--- config.mk ---
export PLATFORM = sky130hd
export DESIGN_NAME = booth_multiplier_seq_flat
export DESIGN_NICKNAME = d
export VERILOG_FILES = /design/src/rtl/booth_multiplier_seq_if.sv /design/src/rtl/booth_multiplier_seq.sv /design/src/flat_wrapper.sv
export SDC_FILE = /design/constraint.sdc
export NUM_CORES = 1
export LEC_CHECK = 0
export ABC_CLOCK_PERIOD_IN_PS = 4200
export CAP_MARGIN = 20
export CORE_MARGIN = 1.5
export CORE_UTILIZATION = 42
export CTS_CLUSTER_SIZE = 14
export DETAILED_ROUTE_END_ITERATION = 12
export MAX_ROUTING_LAYER = met4
export PLACE_DENSITY = 0.76
export SLEW_MARGIN = 20
export SYNTH_ARGS = -nofsm -noshare
export SYNTH_HDL_FRONTEND = slang
export SYNTH_SLANG_ARGS = --single-unit
--- constraint.sdc ---
create_clock -name clk -period 4.2 [get_ports clk]
set_input_delay 0.84 -clock clk [delete_from_list [all_inputs] [get_ports clk]]
set_output_delay 0.84 -clock clk [all_outputs]
set_load 0.005 [all_outputs]
--- src/rtl/booth_multiplier_seq_if.sv ---
// Request/response bundle for the sequential Booth multiplier.
// The requester holds the master side and the multiplier holds the slave side.
interface booth_multiplier_seq_if #(
  parameter int NR_BITS = 4
);
  logic                   start;
  logic                   is_signed;
  logic [NR_BITS-1:0]     M;
  logic [NR_BITS-1:0]     R;
  logic                   busy;
  logic                   done;
  logic [2*NR_BITS-1:0]   out;

  modport master (output start, is_signed, M, R, input busy, done, out);
  modport slave  (input start, is_signed, M, R, output busy, done, out);
endinterface

--- src/rtl/booth_multiplier_seq.sv ---
// Iterative radix-2 Booth multiplier: one add/sub-and-shift step per clock.
// Supports signed and unsigned operands. The product register changes only on completion.
module booth_multiplier_seq #(
  parameter int NR_BITS = 4
) (
  input  logic                 clk,
  input  logic                 reset,
  booth_multiplier_seq_if.slave bus
);
  localparam int PW = 2*NR_BITS + 3;
  localparam int EW = NR_BITS + 1;
  localparam int CW = $clog2(NR_BITS + 2);

  typedef enum logic [1:0] {IDLE, RUN, FINISH} state_e;

  state_e               state_q, state_d;
  logic [PW-1:0]        p_q, p_d, a_q, a_d, p_sum, p_shr;
  logic [CW-1:0]        cnt_q, cnt_d;
  logic [2*NR_BITS-1:0] out_q, out_d;
  logic [EW-1:0]        m_ext, r_ext;

  // An extra top bit lets unsigned operands go through the signed Booth recoding.
  always_comb begin
    m_ext = bus.is_signed ? {bus.M[NR_BITS-1], bus.M} : {1'b0, bus.M};
    r_ext = bus.is_signed ? {bus.R[NR_BITS-1], bus.R} : {1'b0, bus.R};
  end

  always_comb begin
    case (p_q[1:0])
      2'b01:   p_sum = p_q + a_q;
      2'b10:   p_sum = p_q - a_q;
      default: p_sum = p_q;
    endcase
    p_shr = {p_sum[PW-1], p_sum[PW-1:1]};
  end

  always_comb begin
    state_d = state_q;
    p_d     = p_q;
    a_d     = a_q;
    cnt_d   = cnt_q;
    out_d   = out_q;
    case (state_q)
      RUN: begin
        p_d   = p_shr;
        cnt_d = cnt_q - CW'(1);
        if (cnt_q == CW'(1)) begin
          out_d   = p_shr[2*NR_BITS:1];
          state_d = FINISH;
        end
      end
      default: begin
        state_d = IDLE;
        if (bus.start) begin
          p_d     = {{EW{1'b0}}, r_ext, 1'b0};
          a_d     = {m_ext, {(NR_BITS+2){1'b0}}};
          cnt_d   = CW'(NR_BITS + 1);
          state_d = RUN;
        end
      end
    endcase
  end

  always_ff @(posedge clk) begin
    if (reset) begin
      state_q <= IDLE;
      p_q     <= '0;
      a_q     <= '0;
      cnt_q   <= '0;
      out_q   <= '0;
    end else begin
      state_q <= state_d;
      p_q     <= p_d;
      a_q     <= a_d;
      cnt_q   <= cnt_d;
      out_q   <= out_d;
    end
  end

  assign bus.busy = (state_q == RUN);
  assign bus.done = (state_q == FINISH);
  assign bus.out  = out_q;
endmodule

--- src/flat_wrapper.sv ---
// flat-port wrapper written by rule: the top's interface ports become plain ports
module booth_multiplier_seq_flat 
#(
  parameter int NR_BITS = 4
)
  (clk, reset, bus_start, bus_is_signed, bus_M, bus_R, bus_busy, bus_done, bus_out);
  booth_multiplier_seq_if #(.NR_BITS(NR_BITS)) bus_i ();
  input  logic clk;
  input  logic reset;
  input wire logic [$bits(bus_i.start)-1:0] bus_start;
  input wire logic [$bits(bus_i.is_signed)-1:0] bus_is_signed;
  input wire logic [$bits(bus_i.M)-1:0] bus_M;
  input wire logic [$bits(bus_i.R)-1:0] bus_R;
  output wire logic [$bits(bus_i.busy)-1:0] bus_busy;
  output wire logic [$bits(bus_i.done)-1:0] bus_done;
  output wire logic [$bits(bus_i.out)-1:0] bus_out;
  assign bus_i.start = bus_start;
  assign bus_i.is_signed = bus_is_signed;
  assign bus_i.M = bus_M;
  assign bus_i.R = bus_R;
  assign bus_busy = bus_i.busy;
  assign bus_done = bus_i.done;
  assign bus_out = bus_i.out;
  booth_multiplier_seq #(.NR_BITS(NR_BITS)) u_core (.clk(clk), .reset(reset), .bus(bus_i));
endmodule
After elaboration in Yosys (flattened, before gate mapping) --
Index checks and enable logic that the tools add are counted.
Storage, ports and cells: register bits 29, input bits 12, logic and storage cells 28
Operators by class: $add $sub $neg 3, equal/unequal tests 6, multiplexer cells 10, bitwise gates (word level) 1, reductions and logical operators 3
Operators with widths (count):
- 2-to-1 mux 11 bit | 2
- one-hot mux 11 bit (2 select lines) | 1
- adder 11 bit | 1
- subtractor 11 bit | 1
- 2-to-1 mux 5 bit | 2
- 2-to-1 mux 3 bit | 2
- equality test 2 x 1 -> 1 bit, second input constant | 2
- equality test 2 bit, second input constant | 2
- 2-to-1 mux 2 bit | 2
- AND reduction 2 bit | 2
- equality test 3 x 1 -> 1 bit, second input constant | 1
- subtractor 3 x 1 -> 3 bit, second input constant | 1
- inequality test 2 x 1 -> 1 bit, second input constant | 1
- nonzero test 2 bit | 1
- 2-to-1 mux 1 bit | 1
- NOT 1 bit | 1

Longest topological paths before layout --
Gate-level depths: netlist of run 1.
depth after elaboration 3, gate-level depth with buffers 9, mapped depth without buffers 9

Worst setup path after synthesis of run 1 --
No wires, ideal clock.
path kind register to register, start point register u_core.a_q[6], end point register u_core.p_q[9], arrival 2.085 ns, slack 1.988 ns, stages on the path, launching flop included 9, buffers on the path 0, period minus slack after synthesis 2.212 ns, cell sequence dfxtp_1 > inv_1 > ha_1 > mux2_2 > fa_1 > and2b_1 > o21a_2 > a2111oi_4 > or3b_1
On the way: word-level cells in the longest chain between the ends 3
Ends and longest elaborated chain:
- from (decl) | line booth_multiplier_seq.sv:17 | logic [PW-1:0] p_q, p_d, a_q, a_d, p_sum, p_shr;
- from (signal assigned) | line booth_multiplier_seq.sv:68 | a_q <= '0;
- from (signal assigned) | line booth_multiplier_seq.sv:74 | a_q <= a_d;
- subtractor 11 bit or adder 11 bit (tied branches) | line booth_multiplier_seq.sv:31, booth_multiplier_seq.sv:30
- one-hot mux 11 bit (2 select lines) (*) | line booth_multiplier_seq.sv:29 | case (p_q[1:0])
- 2-to-1 mux 11 bit (*) | line booth_multiplier_seq.sv:43 | case (state_q)
- to (signal assigned) | line booth_multiplier_seq.sv:73 | p_q <= p_d;
- to (decl) | line booth_multiplier_seq.sv:17
Mark *: on every way between the ends. The rest lies on a longest branch, timed or not. A chain may end at the register's enable or synchronous reset.

Final worst setup path of run 1 --
start point register u_core.state_q[1], end point output port bus_busy
On the way: word-level cells in the longest chain between the ends 1
Ends and longest elaborated chain:
- from (decl) | line booth_multiplier_seq.sv:16 | state_e state_q, state_d;
- from (signal assigned) | line booth_multiplier_seq.sv:72 | state_q <= state_d;
- equality test 2 x 1 -> 1 bit | line booth_multiplier_seq.sv:80 | assign bus.busy = (state_q == RUN);
- to (decl) | line flat_wrapper.sv:14 | output wire logic [$bits(bus_i.busy)-1:0] bus_busy;
Every way passes these cells.

==> flow_metrics.py, run 1 <==
metrics = {
    "setup_path": {
        "worstSetupPathType": "flop to primary output",
        "critPathRequiredTime_ns": 3.36,
        "max_stage_delay_ns": 0.74,
        "cp_max_fo": 26,
        "cp-start-kind": "flop",
        "cp_cell_sequence": "nand2b_1, inv_2, clkdlybuf4s50_1",
        "end_kind": "primary output",
        "arrival_ns": 2.24,
        "crit_slowest_cell": "nand2b_1",
        "r2r_cells": 7,
    },
    "flow_run": {
        "max_cap_viol_count": 0,
    },
    "detailed_routing": {
        "drt-pass1-iter-count": 4,
        "wire_per_inst_um": 14.1,
        "finalWirelength_mm": 3.07,
        "drc": 0,
        "vias": 1170,
        "viasPerCell": 5.39,
        "first_iter_violations": 13,
        "antenna_left": 0,
    },
    "yosys": {
        "synthFlopType": "dfxtp_1",
        "syn_nets": 177,
        "syn_inst": 156,
        "yosys.area.top_type": "dfxtp_1",
        "synth_area_leaders": "dfxtp_1, ha_1, a22o_1",
        "ys_types": 45,
        "syn_avg_cell_area_um2": 9.15,
        "synth_edf_count": 0,
        "synth-seq-cells": 28,
        "synth_top_area_share_pct": 39.3,
        "yosysSeqAreaShare_pct": 39.3,
        "synth_area_um2": 1430,
        "async_flop_share_pct": 0,
        "ys.warnings.count": 0,
    },
    "global_routing": {
        "grt_pass1_wl_mm": 4.95,
        "grt_usage_pct": 18.8,
        "antenna_found_initial": 0,
        "grt_pass1_vias": 1140,
        "grt_max_degree": 27,
        "overflow": 0,
    },
    "finish": {
        "utilization_pct": 54.1,
        "post-route-cell-area_um2": 1710,
        "diodes": 0,
        "area_growth_pct": 19.5,
        "drive_gt1_share_pct": 7.51,
        "nets": 195,
    },
    "hold_path": {
        "hp-class": "flop to flop",
        "min_path_cells": 2,
    },
    "timing": {
        "rsz0062_at_grt": "no",
        "fin_crit_sh_pct": 73.3,
        "worst_slew_pin_slew_ns": 0.953,
        "worst_clock_skew_ns": 0.00945,
        "slew_viol_final": 0,
        "relSlewSlack_pct": 36.4,
        "fmax_ghz": 0.325,
        "timing.final.hold_violations": 0,
        "fin_setup_tns_ns": 0,
        "fin_crit_ns": 3.08,
        "setup_violations": 0,
    },
    "clocking": {
        "clock_latency_ns": 0.34,
        "htree_levels": 1,
        "cts_made_buffers": 3,
        "cts_setup_buffers": 0,
        "cts_resized": 0,
        "clockBufferDepth": 2,
        "ctsHoldBuffers": 0,
        "cts.sinks": 28,
        "clk_pin_slew_worst_paths_ns": 0.16,
        "cts_tree": "done",
        "cts-root-buf": "clkbuf_4",
    },
    "placement": {
        "dp_hpwl_mm": 2.18,
        "port_buffers": 21,
        "place.gp.congestion": 0.836,
        "place_area_um2": 1650,
    },
    "run_status": {
        "outcome": "complete, no violations",
    },
    "power": {
        "p_per_area_nw_per_um2": 359,
        "ir_drop_mv": 0.258,
        "leakagePower_nw": 0.646,
    },
    "die": {
        "fp.dieW_um": 61.3,
        "placementRows": 20,
        "start_util_pct": 45.3,
        "dieArea_um2": 3760,
        "core-area_um2": 3150,
        "die_y_um": 61.3,
        "ios": 22,
    },
}
-- layout make-up --
| class | count | area [µm²] |
|---|---|---|
| clock buffer | 3 | 22.5 |
| clock inverter | 1 | 30.0 |
| fill | 306 | 1450 |
| inverter | 11 | 41.3 |
| multi-input combinational | 108 | 779 |
| sequential | 28 | 561 |
| tap | 44 | 55.1 |
| timing repair buffer | 22 | 218 |
-- layout by cell type, fill, tap and decap left out, types with 2 or more instances in the layout --
cell	synthesis	layout
inv_1	8	8
ha_1	8	8
o21ai_0	2	2
nor2_1	13	13
nand4_1	2	2
a21oi_1	8	8
a22o_1	7	7
inv_2	3	3
o21a_1	2	2
nor3_1	5	5
a311oi_1	2	2
nand2_1	10	10
clkdlybuf4s50_1	0	21
dfxtp_1	28	28
a211oi_1	5	5
mux2i_1	6	6
xnor2_1	3	3
a31oi_1	3	3
clkbuf_4	1	3
nor2b_1	2	2
nand3_1	8	8
nand2b_1	2	2
-- path summary, 6_finish.rpt --
check / start / endpoint / slack, ns
setup / recovery: u_core.state_q[1]$_SDFFE_PP0P_ / bus_busy / 1.12
hold / removal: u_core.bus.out[7]$_SDFFE_PP0P_ / u_core.bus.out[7]$_SDFFE_PP0P_ / 0.48
setup reg to reg: u_core.p_q[1]$_SDFFE_PP0P_ / u_core.p_q[9]$_SDFFE_PP0P_ / 1.78
hold reg to reg: u_core.bus.out[7]$_SDFFE_PP0P_ / u_core.bus.out[7]$_SDFFE_PP0P_ / 0.48
-- synth_stat cells, types with 2 or more instances --
| cell | n |
|---|---|
| a211oi_1 | 5 |
| a21oi_1 | 8 |
| a22o_1 | 7 |
| a311oi_1 | 2 |
| a31oi_1 | 3 |
| clkbuf_1 | 5 |
| dfxtp_1 | 28 |
| ha_1 | 8 |
| inv_1 | 8 |
| inv_2 | 3 |
| mux2i_1 | 6 |
| nand2_1 | 10 |
| nand2b_1 | 2 |
| nand3_1 | 8 |
| nand4_1 | 2 |
| nor2_1 | 13 |
| nor2b_1 | 2 |
| nor3_1 | 5 |
| o21a_1 | 2 |
| o21ai_0 | 2 |
| xnor2_1 | 3 |
-- flip-flops by register name (all words and copies together), names as in the netlist --
signal,count
u_core.a_q,5
u_core.bus.out,8
u_core.state_q,2
u_core.p_q,10
u_core.cnt_q,3
-- critical path, delay by kind of cell, from the launching register on --
kind | cells | cell delay (ns)
buffers and inverters | 2 | 0.78
AND/OR/NAND/NOR | 1 | 0.74
flip-flops | 1 | 0.37
-- where the power goes --
| part | internal (mW) | switching (mW) |
|---|---|---|
| registers | 0.281 | 0.0126 |
| logic | 0.0621 | 0.0755 |
| clock network | 0.0967 | 0.0848 |
| total | 0.440 | 0.173 |
-- layer usage --
layer / track usage [%] / vias up / part of all wire (%)
met2: 31.6 / 35 / 50
met3: 2.52 / 7 / 4.1
met1: 21.5 / 534 / 44
li1: - / 594 / -
met4: 9.94 / 0 / 2.2
met5: - / - / 0
-- cell families (layout without fill, tap and decap cells) --
family          after synthesis  after routing  share of synthesized area [%]
simple gates                 51             51                           18.3
compound gates               36             36                           19.6
flops                        28             28                           39.3
buf+inv                      20             37                           6.13
fa+ha+maj                     9              9                           8.41
mux                           8              8                           5.78
xor+xnor                      4              4                           2.45
-- stage by stage --
step           instances  hold slack [ns]  total power, mW  setup slack, ns
6_report             217            0.480            0.613             1.12
5_1_grt              217            0.520            0.641            0.971
4_1_cts              217            0.490            0.614             1.12
3_5_place_dp         213            0.455            0.434             1.30
3_3_place_gp         213            0.456            0.428             1.36
2_1_floorplan        156            0.445            0.398             1.99
No activity file was read; power rests on OpenSTA's default activity.
==> inputs of run 2 (changes only) <==
Settings changed: ABC_CLOCK_PERIOD_IN_PS 4200 to 3160.
Clock period 4.2 ns to 3.16 ns, I/O delays scaled along.
==> flow_metrics.py, run 2 (same netlist as run 1, synthesis figures left out) <==
metrics = {
    "run_status": {
        "outcome": "complete, no violations",
    },
    "clocking": {
        "ctsHoldBuffers": 0,
        "cts_resized": 0,
        "cts_setup_buffers": 0,
        "cts_made_buffers": 3,
        "htree_levels": 1,
        "clockBufferDepth": 2,
        "clock_latency_ns": 0.32,
        "cts.sinks": 28,
        "cts-root-buf": "clkbuf_4",
        "cts_tree": "done",
        "clk_pin_slew_worst_paths_ns": 0.14,
    },
    "timing": {
        "worst_slew_pin_slew_ns": 0.453,
        "slew_viol_final": 0,
        "rsz0062_at_grt": "no",
        "worst_clock_skew_ns": 0.00122,
        "fmax_ghz": 0.425,
        "fin_crit_sh_pct": 74.5,
        "relSlewSlack_pct": 69.5,
        "timing.final.hold_violations": 0,
        "fin_crit_ns": 2.35,
        "setup_violations": 0,
        "fin_setup_tns_ns": 0,
        "fin_ws_ns": 0.807,
    },
    "finish": {
        "area_growth_pct": 19.5,
        "most-common-layout-cells": "dfxtp_1, clkdlybuf4s50_1, nor2_1",
        "seq_area_um2": 561,
        "largest_reg_flops": 10,
        "utilization_pct": 54.1,
        "diodes": 0,
        "drive_gt1_share_pct": 9.09,
        "final_common_cell": "dfxtp_1",
        "nFillCells": 300,
        "multi_input_area_um2": 779,
        "top_register": "u_core.p_q",
        "finalNonFillerCells": 220,
        "nets": 199,
    },
    "placement": {
        "preCtsSetupSlack_ns": 0.851,
        "placed_cells": 217,
        "port_buffers": 21,
        "place.gp.congestion": 0.890,
        "dp_hpwl_mm": 2.19,
    },
    "die": {
        "placementRows": 20,
        "ios": 22,
        "fp.dieW_um": 61.3,
        "core-area_um2": 3150,
        "start_util_pct": 45.3,
        "die_y_um": 61.3,
        "dieArea_um2": 3760,
    },
    "global_routing": {
        "antenna_found_initial": 0,
        "grt_max_degree": 27,
        "grt_pass1_wl_mm": 5.04,
        "grt_usage_pct": 18.1,
        "grt_pass1_vias": 1164,
        "overflow": 0,
    },
    "setup_path": {
        "arrival_ns": 1.72,
        "cp-start-kind": "flop",
        "end_kind": "primary output",
        "cp_max_fo": 26,
        "critPathRequiredTime_ns": 2.53,
        "worstSetupPathType": "flop to primary output",
    },
    "detailed_routing": {
        "finalWirelength_mm": 2.93,
        "vias": 1180,
        "wire_per_inst_um": 13.3,
        "drc": 0,
        "drt-pass1-iter-count": 4,
        "viasPerCell": 5.36,
        "antenna_left": 0,
        "first_iter_violations": 20,
    },
    "hold_path": {
        "hp-class": "flop to flop",
    },
    "power": {
        "ir_drop_mv": 0.201,
        "p_per_area_nw_per_um2": 421,
        "leakagePower_nw": 0.652,
    },
    "flow_run": {
        "max_cap_viol_count": 0,
    },
}
==> run 2: cell type report <==
cell class / count / area share [%]
inverters: 11 / 2.42
clock buffers: 3 / 1.32
flip-flops and latches: 28 / 32.8
multi-input cells: 108 / 45.7
well taps: 44 / 3.23
repair buffers: 26 / 14.5
==> run 2: per-stage QoR <==
step                      hold WS (ns)  total power [mW]  area (µm²)
after global placement           0.437             0.574        1680
final                            0.473             0.718        1710
after detailed placement         0.450             0.582        1680
after floorplan                  0.445             0.529        1430
after global routing             0.500             0.759        1710
after CTS                        0.483             0.727        1710
==> run 2: per-layer routing <==
metal  global-route usage [%]  part of all wire (%)  wire (µm)  up-vias
met1                     22.1                    46       1350      557
met3                     2.10                   3.5        102        4
met5                        -                     0          0        -
met2                     31.8                    50       1450       24
met4                     4.66                  0.92         27        0
li1                         -                     -          -      595
==> run 2: final timing paths <==
kind	depth (start not counted)	slack [ns]	to	start
setup / recovery	4	0.81	bus_busy	u_core.state_q[1]$_SDFFE_PP0P_
hold / removal	2	0.47	u_core.bus.out[7]$_SDFFE_PP0P_	u_core.bus.out[7]$_SDFFE_PP0P_
setup reg to reg	8	0.83	u_core.p_q[9]$_SDFFE_PP0P_	u_core.a_q[6]$_SDFFE_PP0P_
hold reg to reg	2	0.47	u_core.bus.out[7]$_SDFFE_PP0P_	u_core.bus.out[7]$_SDFFE_PP0P_
==> run 2: where the power goes <==
part | switching [mW] | internal (mW)
Sequential | 0.0165 | 0.373
Combinational | 0.0981 | 0.0857
Clock | 0.0995 | 0.0446
Total | 0.214 | 0.504
==> run 2: worst max-delay path: stages, from the launching register on <==
cell,delay (ns)
dfxtp_1,0.34
nand2b_1,0.13
buf_4,0.21
inv_2,0.19
clkdlybuf4s50_1,0.53
